$ cat config.mk
export PLATFORM = sky130hd
export DESIGN_NAME = mem_stage
export DESIGN_NICKNAME = d
export VERILOG_FILES = /design/src/rtl/mem_stage.sv
export SDC_FILE = /design/constraint.sdc
export NUM_CORES = 1
export LEC_CHECK = 0
export BUFFER_PORTS_ARGS = -buffer_cell sky130_fd_sc_hd__buf_2
export CORE_MARGIN = 10
export CORE_UTILIZATION = 35
export DETAILED_ROUTE_END_ITERATION = 12
export GPL_TIMING_DRIVEN = 0
export PLACE_DENSITY = 0.6
export SLEW_MARGIN = 25
export SYNTH_ARGS = -nofsm -noshare
export SYNTH_HDL_FRONTEND = slang
export SYNTH_SLANG_ARGS = --single-unit
$ cat constraint.sdc
create_clock -name clk -period 3.4 [get_ports clk]
set_input_delay 0.85 -clock clk [delete_from_list [all_inputs] [get_ports clk]]
set_output_delay 0.85 -clock clk [all_outputs]
set_load 0.005 [all_outputs]
$ cat src/rtl/mem_stage.sv
`default_nettype none
// ============================================================================
//  Module   : mem_stage
//  Purpose  : MEM stage of the 5-stage MIPS pipeline. It registers the EXE
//             payload, extracts load data from the synchronous data SRAM, and
//             feeds the WB bus and the forwarding/hazard outputs. Read data
//             is captured during multi-cycle stalls so the result stays stable.
//  Options  : MS_ALIGN_CHK_EN enables the misaligned-load check (ms_ale).
//  Revision : 1.0 - initial release
// ============================================================================
module mem_stage #(
    parameter int ES_TO_MS_BUS_WD = 76,
    parameter int MS_TO_WS_BUS_WD = 70
) (
    input  logic                       clk,
    input  logic                       reset,
    input  logic                       ws_allowin,
    output logic                       ms_allowin,
    input  logic                       es_to_ms_valid,
    input  logic [ES_TO_MS_BUS_WD-1:0] es_to_ms_bus,
    input  logic [9:0]                 es_to_ms_addr,
    output logic                       ms_to_ws_valid,
    output logic [MS_TO_WS_BUS_WD-1:0] ms_to_ws_bus,
    output logic [9:0]                 ms_to_ws_addr,
    input  logic [31:0]                data_sram_rdata,
    input  logic [1:0]                 stallM,
    output logic [31:0]                ms_forward,
    output logic [4:0]                 ms_dest,
    output logic                       ms_gr_we_tohazard,
    output logic                       ms_valid_tohazard,
    output logic                       ms_ale
);

    localparam logic [1:0] c_STALL_HOLD  = 2'b01;
    localparam logic [1:0] c_STALL_FLUSH = 2'b10;

    logic                       r_ms_valid;
    logic [ES_TO_MS_BUS_WD-1:0] r_es_to_ms_bus;
    logic [9:0]                 r_ms_addr;
    logic                       r_hold_vld;
    logic [31:0]                r_hold_data;

    logic        w_ld_w;
    logic        w_ld_h;
    logic        w_ld_b;
    logic        w_ld_sign;
    logic [1:0]  w_whb;
    logic        w_gr_we;
    logic        w_gr_we_eff;
    logic [4:0]  w_dest;
    logic [31:0] w_alu_res;
    logic [31:0] w_pc;
    logic [31:0] w_rdata_eff;
    logic [15:0] w_half;
    logic [7:0]  w_byte;
    logic [31:0] w_final_result;

    assign {w_ld_w, w_ld_h, w_ld_b, w_ld_sign, w_whb, w_gr_we,
            w_dest, w_alu_res, w_pc} = r_es_to_ms_bus;

    // The stage always completes in one cycle; only stallM and WB back-pressure block it.
    always_comb begin
        ms_allowin     = !r_ms_valid || ws_allowin;
        ms_to_ws_valid = r_ms_valid;
        if (stallM == c_STALL_HOLD) begin
            ms_allowin     = 1'b0;
            ms_to_ws_valid = 1'b0;
        end else if (stallM == c_STALL_FLUSH) begin
            ms_allowin     = 1'b1;
            ms_to_ws_valid = 1'b0;
        end
    end

    always_ff @(posedge clk) begin
        if (reset) begin
            r_ms_valid     <= 1'b0;
            r_es_to_ms_bus <= '0;
            r_ms_addr      <= '0;
            r_hold_vld     <= 1'b0;
            r_hold_data    <= '0;
        end else begin
            if (ms_allowin) begin
                r_ms_valid <= es_to_ms_valid;
                if (es_to_ms_valid) begin
                    r_es_to_ms_bus <= es_to_ms_bus;
                    r_ms_addr      <= es_to_ms_addr;
                end
            end
            // SRAM data is only valid in the first MEM cycle; keep it if we stall past it.
            if (ms_allowin) begin
                r_hold_vld <= 1'b0;
            end else if (r_ms_valid && !r_hold_vld) begin
                r_hold_vld  <= 1'b1;
                r_hold_data <= data_sram_rdata;
            end
        end
    end

    always_comb begin
        w_rdata_eff = r_hold_vld ? r_hold_data : data_sram_rdata;
        w_half      = w_whb[1] ? w_rdata_eff[31:16] : w_rdata_eff[15:0];
        case (w_whb)
            2'd0:    w_byte = w_rdata_eff[7:0];
            2'd1:    w_byte = w_rdata_eff[15:8];
            2'd2:    w_byte = w_rdata_eff[23:16];
            default: w_byte = w_rdata_eff[31:24];
        endcase
        if (w_ld_w) begin
            w_final_result = w_rdata_eff;
        end else if (w_ld_h) begin
            w_final_result = {{16{w_ld_sign & w_half[15]}}, w_half};
        end else if (w_ld_b) begin
            w_final_result = {{24{w_ld_sign & w_byte[7]}}, w_byte};
        end else begin
            w_final_result = w_alu_res;
        end
    end

`ifdef MS_ALIGN_CHK_EN
    assign ms_ale      = r_ms_valid & ((w_ld_w & (w_whb != 2'd0)) | (w_ld_h & w_whb[0]));
    assign w_gr_we_eff = w_gr_we & ~ms_ale;
`else
    assign ms_ale      = 1'b0;
    assign w_gr_we_eff = w_gr_we;
`endif

    assign ms_to_ws_bus      = {w_gr_we_eff, w_dest, w_final_result, w_pc};
    assign ms_to_ws_addr     = r_ms_addr;
    assign ms_forward        = w_final_result;
    assign ms_dest           = w_dest;
    assign ms_gr_we_tohazard = w_gr_we_eff & r_ms_valid;
    assign ms_valid_tohazard = r_ms_valid;

endmodule
`default_nettype wire

### Word level (Yosys, flattened, before mapping)

Cells that the tools add are included.

| word-level totals | value |
|---|---|
| word-level logic and storage cells | 31 |
| register bits after elaboration | 120 |

| cells by class | value |
|---|---|
| bitwise gates (word level) | 4 |
| reduce and logical (&&, ||, !) cells | 8 |
| equal/unequal tests | 4 |
| muxes and demuxes | 10 |

Operators with widths:

| cell | count |
|---|---|
| $mux 32 | 4 |
| $pmux 8 s3 | 1 |
| $mux 16 | 1 |
| $eq 2x1->1 const B | 2 |
| $eq 2x2->1 const B | 2 |
| $mux 1 | 4 |
| $reduce_and 2->1 | 2 |
| $and 1x1->1 | 3 |
| $logic_not 1->1 | 2 |
| $logic_not 2->1 | 1 |
| $reduce_or 2->1 | 1 |
| $logic_and 1x1->1 | 1 |
| $logic_or 1x1->1 | 1 |
| $not 1->1 | 1 |

### Logic depth before layout (Yosys ltp)

| logic depth | value |
|---|---|
| depth in word-level cells | 6 |
| mapped depth | 8 |
| gate-level depth less buffers | 5 |

### Least setup slack after synthesis

Ideal clock, no wire load.

| path | value |
|---|---|
| kind | input port to output port |
| start | input port data_sram_rdata[31] |
| end | output port ms_to_ws_bus[51] |
| arrival time | 2160 ps |
| stages | 7 |
| slack | 390 ps |
| path buffers | 3 |
| data required time | 2550 ps |
| path through | mux4_2 > a31o_1 > buf_6 > buf_6 > a21oi_2 > a221oi_1 > buf_4 |

| on the way | value |
|---|---|
| longest elaborated chain between the ends | 6 |
| elaborated cells on any way between the ends | 8 |
| classes of those cells | mux: 6; bitwise: 2 |

Ends and longest elaborated chain:

| what | RTL line | text |
|---|---|---|
| start, declared | 25 | `input logic [31:0] data_sram_rdata,` |
| $mux 32 (*) | 100 | `w_rdata_eff = r_hold_vld ? r_hold_data : data_sram_rdata;` |
| $pmux 8 s3 | 102 | `case (w_whb)` |
| $and 1x1->1 | 113 | `w_final_result = {{24{w_ld_sign & w_byte[7]}}, w_byte};` |
| $mux 32 | 112 | `end else if (w_ld_b) begin` |
| $mux 32 (*) | 110 | `end else if (w_ld_h) begin` |
| $mux 32 (*) | 108 | `if (w_ld_w) begin` |
| end, declared | 23 | `output logic [MS_TO_WS_BUS_WD-1:0] ms_to_ws_bus,` |

Every way passes the cells marked *; elsewhere a longest branch is shown, timed or not.

### Worst setup path after layout

| path | value |
|---|---|
| start | input port data_sram_rdata[15] |
| end | output port ms_to_ws_bus[54] |

The elaborated chain is that of the path after synthesis.

==> key figures <==
Worst setup path
  • Setup crit start kind: primary input
  • Worst Path Required: approximately 2600 ps
  • Crit path arrival time: 2530 ps
  • CP peak stage delay: approximately 480 ps
  • Critical path class: in -> out
  • R2R setup slack: between 900 and 1000 ps
  • Slowest library cell on the worst path: mux4_2
  • Worst-path cell chain: buf_4 > mux4_2 > a31o_1 > buf_6 > nor2_8 > clkbuf_16 > a221oi_4 > buf_4 > buf_2
  • CP max FO: 8
  • Worst Setup End Kind: output pin
  • Top cell by count, worst path: buf_4

Power and ir drop
  • Pleak: roughly 4 nW
  • Maximum vdd drop: between 300 and 400 µV
  • PwrDens: ~480 nW/µm²

Logic synthesis
  • Top area cells in the synthesized netlist: dfxtp_1, nand2_1, a21oi_1, buf_4, mux2i_1
  • Post-Syn Area per Cell: 8.21 µm²
  • Area share of fa/ha/maj cells after synthesis: 0%
  • Largest family of logic cells by synthesized area: compound AO/OA/AOI/OAI gates
  • Synthesis-stage register bit count: 120
  • Area of the mapped netlist: 6450 µm²
  • Synth Warn #: 0
  • Yosys top cell by area: dfxtp_1
  • Simple-Gate Fraction of Synth Area: between 15 and 20%
  • Synth Area in Compound Gates: between 20% and 30%
  • Netlist cell types: 40
  • Mux cell area share after synthesis: 7.75%
  • Sequential area share after synthesis: between 30% and 40%
  • Syn nets: 910
  • Share of the synthesized area in the top cell type: between 30% and 40%
  • Post-synthesis xor/xnor area fraction: 0%
  • Syn Inst Count: around 790

Global route
  • Grt ovf: 0
  • Global-route wire length before repair: 37700 µm
  • Met2 Usage GRT: around 32%
  • M1 GR Usage: 23.9%
  • Total track usage: 19.9%
  • Initial antenna violation count: 1
  • Largest net degree at the start of global routing: 17
  • Met3 GRT Util: around 8%
  • GR peak layer: met2
  • Vias in the first global route: 6627

Timing
  • Max Slew Vio Count: 0
  • Slew HR: roughly 47%
  • Min Tclk post-route: 3380 ps
  • Final hold violations: 0
  • RSZ-0062 raised after global routing: yes
  • Final setup vio count: 0
  • Max Fclk: approximately 300 MHz
  • Tcrit/Tclk final: slightly below 100%
  • Worst Clk Skew: between 10 and 15 ps
  • Actual slew at the worst max-slew pin: roughly 800 ps

Layout
  • Layout cells sized above 1: approximately two fifths
  • Fin nets: approximately 1200
  • Final instance area: 9150 µm²
  • Finished Layout Cells: between 1000 and 1500
  • Antenna cells: 0
  • Layout area overhead: 41.8%
  • # fillers: between 1500 and 2000

Drt
  • Iter 0 DRT Violations: 502
  • Drt wl/cell: ~19 µm
  • Vias: between 6000 and 7000
  • Post-DRT Antenna Nets: 0
  • DRC Markers: 0
  • Routed vias/inst: about 5.2
  • Detailed Routing Iterations Pass 1: 6
  • Final wirelength: roughly 25000 µm

Clocking
  • Clk buf depth: 2
  • Clock Sinks: 120
  • Clock Tree Root: clkbuf_16
  • H-tree Lvls: 4
  • Clock-pin transition on the worst setup and hold timing paths: about 60 ps
  • Skew-Pair Late Insertion Delay: around 430 ps
  • CTS tree: built
  • CTS Buf Count: 17
  • Post-CTS Hold Buffers: 0

Floorplan
  • Num rows: slightly below 50
  • Die Wd: approximately 160 µm
  • Full die area: about 24000 µm²
  • Starting density of the core: between 30% and 40%
  • Die Y: approximately 160 µm
  • Core Region: 18000 µm²
  • I/O pins: roughly 250

Run
  • Max-cap violations: 0

Placed design
  • DP Area: ~8000 µm²
  • HPWL Detailed: between 15000 and 20000 µm
  • Number of port buffers: 243
  • Cell count after placement: approximately 1300
  • RD Place Congestion: about 0.85

Outcome
  • Status: completed

Worst hold path
  • Hold WC Path Type: reg -> reg
## placed cells by master, fill, tap and decap left out, types with 2 or more instances in the layout
master / n
buf_12: 3
o221ai_1: 6
mux2i_4: 7
clkbuf_4: 2
nand2_1: 196
buf_4: 86
a22o_1: 7
mux2i_2: 3
and2_1: 2
a221oi_4: 16
buf_6: 4
buf_1: 3
mux4_2: 8
a21oi_4: 9
buf_2: 255
a21oi_1: 125
o31ai_1: 32
dfxtp_1: 119
or3b_2: 2
clkbuf_2: 2
nand2b_1: 4
inv_1: 4
clkinv_2: 3
clkbuf_16: 19
a31oi_1: 9
clkinv_4: 3
mux2i_1: 22
nor2_1: 3
nand4b_1: 32
bufinv_16: 5
o21ai_0: 9
clkbuf_1: 47
nor2b_1: 3
## cells in the mapped netlist, drive strengths merged
library cell,count
nand2,196
a21oi,135
dfxtp,120
buf,103
clkbuf,46
mux2i,32
nand4b,32
o31ai,32
a221oi,18
o21ai,10
a31oi,9
mux4,8
a22o,7
o221ai,7
inv,5
nand2b,4
nor2,4
nor2b,3
and2,2
or3b,2
a31o,1
conb,1
nand3,1
nand3b,1
nand4,1
nor3,1
nor3b,1
o211a,1
o211ai,1
o21a,1
o21ba,1
## path summary, 6_finish.rpt
path / endpoint / depth (start not counted) / start
setup / recovery: ms_to_ws_bus[54] / 9 / data_sram_rdata[15]
hold / removal: ms_to_ws_addr[1] / 2 / ms_to_ws_addr[1]
setup reg to reg: r_hold_data[7] / 7 / ms_valid_tohazard
hold reg to reg: ms_to_ws_addr[1] / 2 / ms_to_ws_addr[1]
## sequential cells by signal (all words and copies together) (netlist names)
register,cells
ms_valid_tohazard,1
ms_to_ws_addr,10
r_es_to_ms_bus,76
r_hold_vld,1
r_hold_data,32
## stage by stage
stage | TNS, ps | utilization, % | hold WS, ps | setup slack [ps] | total power, mW
4_1_cts | -244 | 48.3 | 454 | -57.1 | 4.38
3_3_place_gp | -500 | 44.1 | 441 | -141 | 2.36
5_1_grt | -624 | 50.8 | 472 | -80.9 | 4.60
2_1_floorplan | 0 | - | 436 | 390 | 2.01
6_report | 0 | 50.8 | 452 | 23.4 | 4.42
3_5_place_dp | -602 | 44.1 | 446 | -136 | 2.37
## repair_timing
action                                  CTS  global route
pin swaps                                 5             7
resized for setup                        11            56
buffers inserted                          5             3
cloned                                    0             2
endpoints found under the setup margin   23            41
## report_power, final
group,total (mW),internal (mW),switching [mW],leakage [nW]
registers,1.52,1.48,0.0469,0.981
clock network,2.00,1.32,0.681,0.314
logic,0.900,0.423,0.477,2.62
## cell families after synthesis
kind of cell    Yosys count
simple gates            248
compound gates          223
buf+inv                 154
flops                   120
mux                      40
other cells               1
## critical path, delay by kind of cell
family                 cells  cell delay (ps)
buffers and inverters      5              780
multiplexers               1              480
AO/OA/AOI/OAI              2              250
AND/OR/NAND/NOR            1              160
## per-layer routing
| layer | vias up | routed length (µm) |
|---|---|---|
| met5 | - | 16 |
| met1 | 3115 | 10200 |
| met2 | 314 | 12100 |
| met4 | 2 | 428 |
| li1 | 3235 | - |
| met3 | 31 | 2530 |
## final cells by class
type / count / area [µm²] / share of cell area (%)
Clock inverter: 12 / 199 / 2.17
Inverter: 5 / 18.8 / 0.205
Clock buffer: 20 / 447 / 4.88
Sequential cell: 120 / 2400 / 26.3
Multi-Input combinational cell: 512 / 3510 / 38.4
Tap cell: 229 / 287 / 3.13
Buffer: 149 / 953 / 10.4
Timing Repair Buffer: 253 / 1330 / 14.5
(Power assumes the default switching activity.)
